**src/rtl/char_rx_pkg.sv**
```systemverilog
// rtl/char_rx_pkg.sv - register map and bit positions for char_rx_fifo
//
// Shared constants for the character receive FIFO register slave.
// Optional feature macro: CHAR_RX_IRQ_THRESH_EN (adds CTRL threshold field).
package char_rx_pkg;

    // Register word indices
    localparam logic [1:0] REG_DATA   = 2'd0;
    localparam logic [1:0] REG_STATUS = 2'd1;
    localparam logic [1:0] REG_CTRL   = 2'd2;
    localparam logic [1:0] REG_RSVD   = 2'd3;

    // DATA register: {23'b0, valid, char}
    localparam int DATA_VALID_BIT = 8;

    // STATUS register fields
    localparam int STAT_NEMPTY_BIT = 0;
    localparam int STAT_FULL_BIT   = 1;
    localparam int STAT_OVF_BIT    = 2;
    localparam int STAT_COUNT_LSB  = 8;

    // CTRL register fields
    localparam int CTRL_IRQ_EN_BIT  = 0;
    localparam int CTRL_OVF_CLR_BIT = 1;

`ifdef CHAR_RX_IRQ_THRESH_EN
    localparam int CTRL_THRESH_LSB = 8;
    localparam int CTRL_THRESH_W   = 8;

    // A programmed threshold of zero behaves as one.
    function automatic logic [CTRL_THRESH_W-1:0] thresh_eff(input logic [CTRL_THRESH_W-1:0] t);
        return (t == '0) ? CTRL_THRESH_W'(1) : t;
    endfunction
`endif

endpackage

```
**src/rtl/char_rx_sync_fifo.sv**
```systemverilog
// rtl/char_rx_sync_fifo.sv - DEPTH x 8 synchronous FIFO with occupancy count
//
// Ports:
//   clk, reset        clock, asynchronous active-high reset
//   push, din         write request and data (dropped when full unless popping)
//   pop, dout         read request (ignored when empty); dout shows the head
//   full, empty       occupancy flags
//   count             number of stored entries, 0..DEPTH
module char_rx_sync_fifo #(
    parameter int DEPTH = 16,
    parameter int CNT_W = $clog2(DEPTH) + 1
) (
    input  logic             clk,
    input  logic             reset,
    input  logic             push,
    input  logic             pop,
    input  logic [7:0]       din,
    output logic [7:0]       dout,
    output logic             full,
    output logic             empty,
    output logic [CNT_W-1:0] count
);

    localparam int PTR_W = $clog2(DEPTH);

    logic [7:0]       mem_q [DEPTH];
    logic [PTR_W-1:0] wr_ptr_q, wr_ptr_d;
    logic [PTR_W-1:0] rd_ptr_q, rd_ptr_d;
    logic [CNT_W-1:0] count_q, count_d;
    logic             push_ok;
    logic             pop_ok;

    assign full  = (count_q == CNT_W'(DEPTH));
    assign empty = (count_q == '0);

    // A pop on a full FIFO frees a slot for a same-cycle push; a push on an
    // empty FIFO is never visible to a same-cycle pop.
    assign pop_ok  = pop & ~empty;
    assign push_ok = push & (~full | pop_ok);

    always_comb begin
        wr_ptr_d = wr_ptr_q;
        rd_ptr_d = rd_ptr_q;
        count_d  = count_q;
        if (push_ok) begin
            wr_ptr_d = wr_ptr_q + PTR_W'(1);
        end
        if (pop_ok) begin
            rd_ptr_d = rd_ptr_q + PTR_W'(1);
        end
        count_d = count_q + CNT_W'(push_ok) - CNT_W'(pop_ok);
    end

    always_ff @(posedge clk or posedge reset) begin
        if (reset) begin
            wr_ptr_q <= '0;
            rd_ptr_q <= '0;
            count_q  <= '0;
        end else begin
            wr_ptr_q <= wr_ptr_d;
            rd_ptr_q <= rd_ptr_d;
            count_q  <= count_d;
        end
    end

    // Storage needs no reset: contents are only visible through count.
    always_ff @(posedge clk) begin
        if (push_ok) begin
            mem_q[wr_ptr_q] <= din;
        end
    end

    assign dout  = mem_q[rd_ptr_q];
    assign count = count_q;

endmodule

```
**src/rtl/char_rx_fifo.sv**
```systemverilog
// rtl/char_rx_fifo.sv - character receive FIFO with register slave and level irq
//
// Ports:
//   clk, reset        clock, asynchronous active-high reset
//   char, strobe      upstream character and one-cycle push pulse
//   sel, wr, addr     single-cycle register access (0=DATA 1=STATUS 2=CTRL 3=rsvd)
//   wdata             register write data
//   rdata, rvalid     registered read data, valid pulse one cycle after sel
//   irq               level interrupt
// Optional feature macro: CHAR_RX_IRQ_THRESH_EN (CTRL[15:8] irq threshold).
module char_rx_fifo
    import char_rx_pkg::*;
#(
    parameter int DEPTH = 16,
    parameter int CNT_W = $clog2(DEPTH) + 1
) (
    input  logic        clk,
    input  logic        reset,
    input  logic [7:0]  char,
    input  logic        strobe,
    input  logic        sel,
    input  logic        wr,
    input  logic [1:0]  addr,
    input  logic [31:0] wdata,
    output logic [31:0] rdata,
    output logic        rvalid,
    output logic        irq
);

    logic             do_read;
    logic             ctrl_wr;
    logic             pop_acc;
    logic             push_acc;
    logic             drop;
    logic [CNT_W-1:0] cnt_next;

    logic [7:0]       fifo_dout;
    logic             fifo_full;
    logic             fifo_empty;
    logic [CNT_W-1:0] fifo_count;

    logic             overflow_q, overflow_d;
    logic             irq_en_q, irq_en_d;
    logic             irq_q, irq_d;
    logic [31:0]      rdata_q, rdata_d;
    logic             rvalid_q, rvalid_d;

    assign do_read = sel & ~wr;
    assign ctrl_wr = sel & wr & (addr == REG_CTRL);

    // Acceptance mirrors the FIFO's own rules so overflow and the irq
    // next-state can be derived without waiting for the count to settle.
    assign pop_acc  = do_read & (addr == REG_DATA) & ~fifo_empty;
    assign push_acc = strobe & (~fifo_full | pop_acc);
    assign drop     = strobe & fifo_full & ~pop_acc;
    assign cnt_next = fifo_count + CNT_W'(push_acc) - CNT_W'(pop_acc);

    char_rx_sync_fifo #(
        .DEPTH (DEPTH),
        .CNT_W (CNT_W)
    ) u_fifo (
        .clk   (clk),
        .reset (reset),
        .push  (strobe),
        .pop   (pop_acc),
        .din   (char),
        .dout  (fifo_dout),
        .full  (fifo_full),
        .empty (fifo_empty),
        .count (fifo_count)
    );

`ifdef CHAR_RX_IRQ_THRESH_EN
    logic [CTRL_THRESH_W-1:0] thresh_q, thresh_d;
    logic                     unused_wdata;
    assign unused_wdata = ^{wdata[31:16], wdata[7:2]};
`else
    logic unused_wdata;
    assign unused_wdata = ^wdata[31:2];
`endif

    always_comb begin
        overflow_d = overflow_q;
        irq_en_d   = irq_en_q;
        rdata_d    = rdata_q;
        rvalid_d   = do_read;
`ifdef CHAR_RX_IRQ_THRESH_EN
        thresh_d   = thresh_q;
`endif

        // Clear first so a same-cycle drop still sets the sticky bit.
        if (ctrl_wr) begin
            irq_en_d = wdata[CTRL_IRQ_EN_BIT];
            if (wdata[CTRL_OVF_CLR_BIT]) begin
                overflow_d = 1'b0;
            end
`ifdef CHAR_RX_IRQ_THRESH_EN
            thresh_d = wdata[CTRL_THRESH_LSB +: CTRL_THRESH_W];
`endif
        end
        if (drop) begin
            overflow_d = 1'b1;
        end

        if (do_read) begin
            rdata_d = '0;
            case (addr)
                REG_DATA: begin
                    if (!fifo_empty) begin
                        rdata_d[DATA_VALID_BIT] = 1'b1;
                        rdata_d[7:0]            = fifo_dout;
                    end
                end
                REG_STATUS: begin
                    rdata_d[STAT_NEMPTY_BIT] = ~fifo_empty;
                    rdata_d[STAT_FULL_BIT]   = fifo_full;
                    rdata_d[STAT_OVF_BIT]    = overflow_q;
                    // With DEPTH=256 the count field spills into bit 16.
                    rdata_d[STAT_COUNT_LSB +: CNT_W] = fifo_count;
                end
                REG_CTRL: begin
                    rdata_d[CTRL_IRQ_EN_BIT] = irq_en_q;
`ifdef CHAR_RX_IRQ_THRESH_EN
                    rdata_d[CTRL_THRESH_LSB +: CTRL_THRESH_W] = thresh_q;
`endif
                end
                REG_RSVD: begin
                    rdata_d = '0;
                end
            endcase
        end

        // irq is computed from next-state values so it moves on the same
        // edge as the count/overflow change that causes it.
`ifdef CHAR_RX_IRQ_THRESH_EN
        irq_d = irq_en_d & ((9'(cnt_next) >= 9'(thresh_eff(thresh_d))) | overflow_d);
`else
        irq_d = irq_en_d & ((cnt_next != '0) | overflow_d);
`endif
    end

    always_ff @(posedge clk or posedge reset) begin
        if (reset) begin
            overflow_q <= 1'b0;
            irq_en_q   <= 1'b0;
            irq_q      <= 1'b0;
            rdata_q    <= '0;
            rvalid_q   <= 1'b0;
`ifdef CHAR_RX_IRQ_THRESH_EN
            thresh_q   <= CTRL_THRESH_W'(1);
`endif
        end else begin
            overflow_q <= overflow_d;
            irq_en_q   <= irq_en_d;
            irq_q      <= irq_d;
            rdata_q    <= rdata_d;
            rvalid_q   <= rvalid_d;
`ifdef CHAR_RX_IRQ_THRESH_EN
            thresh_q   <= thresh_d;
`endif
        end
    end

    assign rdata  = rdata_q;
    assign rvalid = rvalid_q;
    assign irq    = irq_q;

endmodule

```
**config.mk**
```make
export PLATFORM = sky130hd
export DESIGN_NAME = char_rx_fifo
export DESIGN_NICKNAME = d
export VERILOG_FILES = /design/src/rtl/char_rx_pkg.sv /design/src/rtl/char_rx_sync_fifo.sv /design/src/rtl/char_rx_fifo.sv
export SDC_FILE = /design/constraint.sdc
export NUM_CORES = 1
export LEC_CHECK = 0
export BUFFER_PORTS_ARGS = -buffer_cell sky130_fd_sc_hd__buf_2
export CORE_ASPECT_RATIO = 2
export CORE_MARGIN = 8
export CORE_UTILIZATION = 25
export CTS_CLUSTER_SIZE = 20
export DETAILED_ROUTE_END_ITERATION = 10
export SYNTH_ARGS = -nofsm -noshare
export SYNTH_HDL_FRONTEND = slang
export SYNTH_HIERARCHICAL = 1
export SYNTH_SLANG_ARGS = --single-unit
```
**constraint.sdc**
```tcl
create_clock -name clk -period 5.7 [get_ports clk]
set_input_delay 0.57 -clock clk [delete_from_list [all_inputs] [get_ports clk]]
set_output_delay 0.57 -clock clk [all_outputs]
set_load 0.01 [all_outputs]
```
==> flow_metrics.tcl, run 1 <==
set metrics [dict create \
    status "finished, final reports clean" \
    layout_min_cycle_time_ns 3.75 \
    grt.busiest_layer "met2" \
    synth_cell_types 43 \
    drive_above_1_share_pct 20.4 \
    yosysSeqAreaShare_pct 67.3 \
    slew-limit-headroom_pct 28.6 \
    pre_cts_ws_ns 1.71 \
    fin_cells 808 \
    grt_pass1_wl_mm 22.6 \
    fill_cells 2637 \
    gp_congestion 0.742 \
    post_drt_wl_per_cell_um 18.3 \
    dp_hpwl_mm 11.0 \
    p_leak_uw 0.00286 \
    finalNetCount 513 \
    reg2reg_slack_ns 1.95 \
    cts_resized 0 \
    grt_usage_pct 9.29 \
    worstPathArrival_ns 4.10 \
    r2r-end "u_fifo/count[4]" \
    slowest_stage "or4_4" \
    drv_slew 0 \
    dieWidth_um 133 \
    cp.required_ns 6.05 \
    dieHeight_um 250 \
    start_util_pct 25.4 \
    path_common_cell "inv_1" \
    cpPeakStageDelay_ns 0.56 \
    grt_util_met1_pct 7.35 \
    clk_pin_slew_ns 0.06 \
    crit_chain "inv_1 -> ha_1 -> nor4b_2 -> or4_4 -> inv_1 -> o21a_1 -> inv_1 -> ha_1 -> inv_1 -> ha_1 -> fa_1 -> a21oi_1 -> nor2_1 -> nor2_1 -> xnor2_1" \
    setup.worst_path.class "reg -> reg" \
    cts_buffers 17 \
    reg2reg_depth 15 \
    vdd_drop_max_v 0.000208 \
    drc_errors 0 \
    grt_setup_unrepaired "no" \
    postSynthAreaPerCell_um2 16.4 \
    fmax_ghz 0.266 \
    htreeDepth 4 \
    hold_violations 0 \
    cts_tree "built" \
    antenna_left 0 \
    finalCritPeriodShare_pct 65.9 \
    drt_pass1_iterations 4 \
    portBuffers 31 \
    hold-worst-slack_ns 0.199 \
    r2r_start "u_fifo/count[3]" \
    placed_cells 777 \
    ys_ff_latch 158 \
    start_kind "flop" \
    min-delay-path-class "in -> async" \
    p_per_area_nw_per_um2 477 \
    cts_root_buffer "clkbuf_16" \
    core-area_um2 26900 \
    synthCells 417 \
    ys_warn_count 6 \
    via_per_inst 4.45 \
    endpoint_kind "flop" \
    grt_pass1_vias 3923 \
    clk_latency_ns 0.42 \
    grt_use_met3_pct 2.41 \
    drt_wl_total_mm 14.8 \
    dieArea_um2 33200 \
    setup_viol 0 \
    vias 3598 \
    skew_ns 0.00614 \
    setup-tns-final_ns 0 \
    diodes 0 \
    post_cts_buffers 0 \
    syn_to_final_growth_pct 13.5 \
    maxCapViolCount 0 \
    cts_hold_buffers 0 \
    fp-row-count 85 \
    grt.overflow.total 0 \
    grt_max_degree 30 \
    synth.cell_area_um2 6830 \
    worst_pin_slew_ns 1.07 \
    crit_path_max_fanout 9 \
    drt-initial-drc-count 145 \
    met2_usage_pct 18.3 \
    cts.sinks 158 \
    clockBufferDepth 2 \
    io-pin-count 81 \
    antenna_found_initial 1 \
    setup_ws_ns 1.95 \
]
==> cells by family after synthesis <==
logic type | count (synthesis) | synth area share, %
AO/OA/AOI/OAI | 61 | 7.51
buffers and inverters | 59 | 5.55
adder cells (fa/ha/maj) | 18 | 3.52
flip-flops | 158 | 67.3
AND/OR/NAND/NOR | 56 | 4.01
multiplexers | 50 | 10.3
other | 1 | 0.0549
XOR/XNOR | 14 | 1.80
==> cell type report <==
type,count,area (µm²),area share (%)
Clock inverter,12,96.3,1.24
Sequential cell,158,4600,59.3
Tap cell,348,435,5.62
Timing Repair Buffer,33,170,2.20
Inverter,20,75.1,0.969
Clock buffer,19,433,5.59
Multi-Input combinational cell,218,1940,25.1
==> per-stage QoR <==
step / util (%) / cell area (µm²) / total power (µW)
after global placement: 26.8 / 7220 / 2650
after global routing: 28.8 / 7750 / 3890
final: 28.8 / 7750 / 3690
after floorplan: - / 6900 / 2440
after CTS: 28.8 / 7750 / 3740
after detailed placement: 26.8 / 7220 / 2710
==> power by group <==
group	switching, µW	leakage [µW]	total, µW	internal (µW)
Sequential	196	0.00153	1620	1420
Clock	436	0.000262	1030	593
Combinational	574	0.00106	1050	473
==> per-layer routing <==
layer / up-vias / routed length (µm)
met3: 38 / 637
met5: - / 12
met4: 2 / 711
li1: 1615 / -
met2: 116 / 8770
met1: 1827 / 4640
==> registers in the layout, indices dropped and copies added (netlist names) <==
| register | flops |
|---|---|
| u_fifo/mem_q | 128 |
| irq | 1 |
| irq_en_q | 1 |
| u_fifo/wr_ptr_q | 4 |
| u_fifo/rd_ptr_q | 4 |
| rvalid | 1 |
| u_fifo/count | 5 |
| overflow_q | 1 |
| rdata | 13 |
==> synth_stat cells <==
| cell type | number | area (µm²) |
|---|---|---|
| buf_4 | 21 | 158 |
| buf_12 | 1 | 20.0 |
| o21a_1 | 1 | 7.51 |
| nor2_1 | 16 | 60.1 |
| nand3_1 | 2 | 10.0 |
| ha_1 | 16 | 200 |
| conb_1 | 1 | 3.75 |
| buf_2 | 2 | 10.0 |
| nand2b_1 | 3 | 18.8 |
| or3_1 | 1 | 6.26 |
| o31ai_1 | 3 | 22.5 |
| edfxtp_1 | 128 | 3840 |
| and2_1 | 1 | 6.26 |
| a21boi_0 | 1 | 7.51 |
| o41a_1 | 1 | 11.3 |
| mux2_1 | 1 | 11.3 |
| a221oi_1 | 7 | 61.3 |
| mux4_2 | 16 | 360 |
| nand4_1 | 2 | 12.5 |
| a21oi_1 | 6 | 30.0 |
| buf_1 | 2 | 7.51 |
| xnor2_1 | 10 | 87.6 |
| a22oi_1 | 10 | 75.1 |
| or4_4 | 1 | 11.3 |
| a22o_1 | 9 | 78.8 |
| xor2_1 | 4 | 35.0 |
| buf_6 | 8 | 90.1 |
| dfrtp_1 | 30 | 751 |
| a21o_1 | 3 | 22.5 |
| nor4b_2 | 1 | 15.0 |
| mux2i_1 | 32 | 320 |
| fa_1 | 2 | 40.0 |
| nor2b_1 | 3 | 18.8 |
| mux2_2 | 1 | 11.3 |
| nand4bb_1 | 1 | 11.3 |
| a221oi_2 | 9 | 135 |
| nand2_1 | 19 | 71.3 |
| a32o_2 | 1 | 11.3 |
| o21ai_0 | 10 | 50.1 |
| nor3_1 | 5 | 25.0 |
| clkbuf_1 | 5 | 18.8 |
| nor3b_1 | 1 | 7.51 |
| inv_1 | 20 | 75.1 |
==> cells in the final DEF, fill, tap and decap left out, drive strengths merged, types with 2 or more instances in the layout <==
cell type,netlist,routed
a21o,3,3
a21oi,6,6
a221oi,16,16
a22o,9,9
a22oi,10,10
buf,34,33
clkbuf,5,19
clkinv,0,8
conb,1,19
dfrtp,30,30
edfxtp,128,128
fa,2,2
ha,16,16
inv,20,22
mux2,2,2
mux2i,32,32
mux4,16,16
nand2,19,19
nand2b,3,3
nand3,2,2
nand4,2,2
nor2,16,16
nor2b,3,3
nor3,5,5
o21ai,10,10
o31ai,3,3
xnor2,10,10
xor2,4,4
==> critical path: cells and delay by family, from the launching register on <==
family | cells | cell delay, ns
buffers and inverters | 4 | 0.48
XOR/XNOR | 1 | 0.12
flip-flops | 1 | 0.48
AND/OR/NAND/NOR | 4 | 0.93
adder cells (fa/ha/maj) | 4 | 1.11
AO/OA/AOI/OAI | 2 | 0.54
==> worst max-delay path by stage <==
stage / start / end / slack, ns
2_1_floorplan: u_fifo/count[3] / irq / 2.44
5_1_grt: u_fifo/count[3] / u_fifo/count[4] / 1.68
6_report: u_fifo/count[3] / u_fifo/count[4] / 1.95
4_1_cts: u_fifo/count[3] / u_fifo/count[4] / 1.91
3_5_place_dp: wr / u_fifo/count[4] / 1.71
3_3_place_gp: wr / u_fifo/count[4] / 1.79
(Power assumes the default switching activity.)
==> run 2, diff against run 1 <==
clock period = 3.6 ns   (was 5.7 ns; I/O delays follow)
==> run 2 against run 1 <==
Effect of this change:
- clock skew about the same
- via count about the same
- register-to-register slack worse by 1.7 ns
- clock power up 72%
- global-route usage down 0.11 points
- critical path depth down 3
==> flow_metrics.tcl, run 2 (synthesized netlist as in run 1, its figures left out) <==
set metrics [dict create \
    status "finished, final reports clean" \
    cts_buffers 17 \
    cts_root_buffer "clkbuf_16" \
    p_per_area_nw_per_um2 758 \
    antenna_left 0 \
    cts_hold_buffers 0 \
    dp_hpwl_mm 11.0 \
    dieHeight_um 250 \
    cts_resized 0 \
    dieArea_um2 33200 \
    drc_errors 0 \
    grt_usage_pct 9.18 \
    io-pin-count 81 \
    clockBufferDepth 2 \
    r2r_start "u_fifo/count[2]" \
    portBuffers 31 \
    skew_ns 0.00652 \
    grt_setup_unrepaired "no" \
    maxCapViolCount 0 \
    largest_register_ffs 128 \
    drive_above_1_share_pct 24.5 \
    fin_cells 834 \
    fp-row-count 85 \
    finalNetCount 538 \
    clk_latency_ns 0.42 \
    cts_tree "built" \
    slew-limit-headroom_pct 54.8 \
    diodes 0 \
    start_kind "flop" \
    finalCritPeriodShare_pct 92.4 \
    p_leak_uw 0.00301 \
    post_drt_wl_per_cell_um 17.6 \
    setup_viol 0 \
    min-delay-path-class "in -> async" \
    setup-tns-final_ns 0 \
    start_util_pct 25.4 \
    grt_pass1_vias 3952 \
    cts.sinks 158 \
    layout_min_cycle_time_ns 3.33 \
    layout_common_cells "edfxtp_1 (128), mux2i_1 (32), buf_2 (31)" \
    cp.required_ns 3.91 \
    htreeDepth 4 \
    dieWidth_um 133 \
    grt_pass1_wl_mm 22.4 \
    drt_wl_total_mm 14.7 \
    clk_pin_slew_ns 0.06 \
    gp_congestion 0.802 \
    placed_cells 802 \
    fmax_ghz 0.301 \
    core-area_um2 26900 \
    final_common_cell "edfxtp_1" \
    hold_violations 0 \
    post_cts_buffers 0 \
    drt-initial-drc-count 130 \
    crit_path_max_fanout 4 \
    vias 3601 \
    startpoint "u_fifo/count[2]" \
    drv_slew 0 \
    antenna_found_initial 1 \
    syn_to_final_growth_pct 17.0 \
    endpoint_kind "flop" \
    grt_max_degree 34 \
    vdd_drop_max_v 0.000404 \
    regMostFlops "u_fifo/mem_q" \
    drt_pass1_iterations 4 \
    grt.overflow.total 0 \
    worst_pin_slew_ns 0.678 \
    worstPathArrival_ns 3.64 \
    design_power_total_uw 6060 \
    via_per_inst 4.32 \
    setup.worst_path.class "reg -> reg" \
]
-- run 2: cell types whose count changed in the layout (fill, tap and decap cells not counted), sizes merged --
cell and change:
clkinvlp +1, inv +2, bufinv +1, clkbuf -2, clkinv -1, buf +25
-- run 2: report_power, final --
part	internal, µW	switching [µW]	total [µW]
Sequential	2250	235	2480
Combinational	820	986	1810
Clock	1030	737	1770
Total	4100	1960	6060
-- run 2: area by class of cell --
class                      instances  area, µm²
fill                            2622      18900
sequential                       158       4600
multi-input combinational        218       1920
tap                              348        435
clock buffer                      17        425
timing repair buffer              58        370
clock inverter                    15        163
inverter                          20       75.1
-- run 2: final timing paths --
path | endpoint | depth (start not counted) | slack (ns)
max | irq | 12 | 0.27
min | u_fifo/rd_ptr_q[2] | 2 | 0.01
max reg2reg | irq | 12 | 0.27
min reg2reg | rdata[0] | 2 | 0.47
max in group asynchronous | rdata[4] | 2 | 3.13
min in group clk | irq_en_q | 2 | 0.20
-- run 2: through the flow --
step / utilization, % / setup WS, ns / cell area, µm² / hold slack (ns)
2_1_floorplan: - / 0.338 / 6900 / 0.237
3_3_place_gp: 27.5 / 0.350 / 7400 / 0.452
3_5_place_dp: 27.5 / 0.300 / 7400 / 0.460
4_1_cts: 29.7 / 0.294 / 7990 / 0.00733
5_1_grt: 29.7 / 0.116 / 7990 / 0.0570
6_report: 29.7 / 0.273 / 7990 / 0.0147
-- run 2: metal layers --
| metal | up-vias | global-route usage (%) | routed length [µm] |
|---|---|---|---|
| met5 | - | 0 | 13 |
| met4 | 2 | 5.61 | 514 |
| met3 | 28 | 2.49 | 607 |
| met2 | 86 | 18.8 | 9030 |
| met1 | 1819 | 7.14 | 4490 |
| li1 | 1666 | - | - |
-- run 2: worst max-delay path, cell delays in order, from the launching register on --
cell and delay [ns]:
dfrtp_1 0.36, inv_1 0.07, ha_1 0.22, nor4b_2 0.18, or4_4 0.56, inv_1 0.14
ha_1 0.15, inv_1 0.04, ha_1 0.21, fa_1 0.41, xor2_1 0.15, or3_1 0.30
o41a_1 0.40
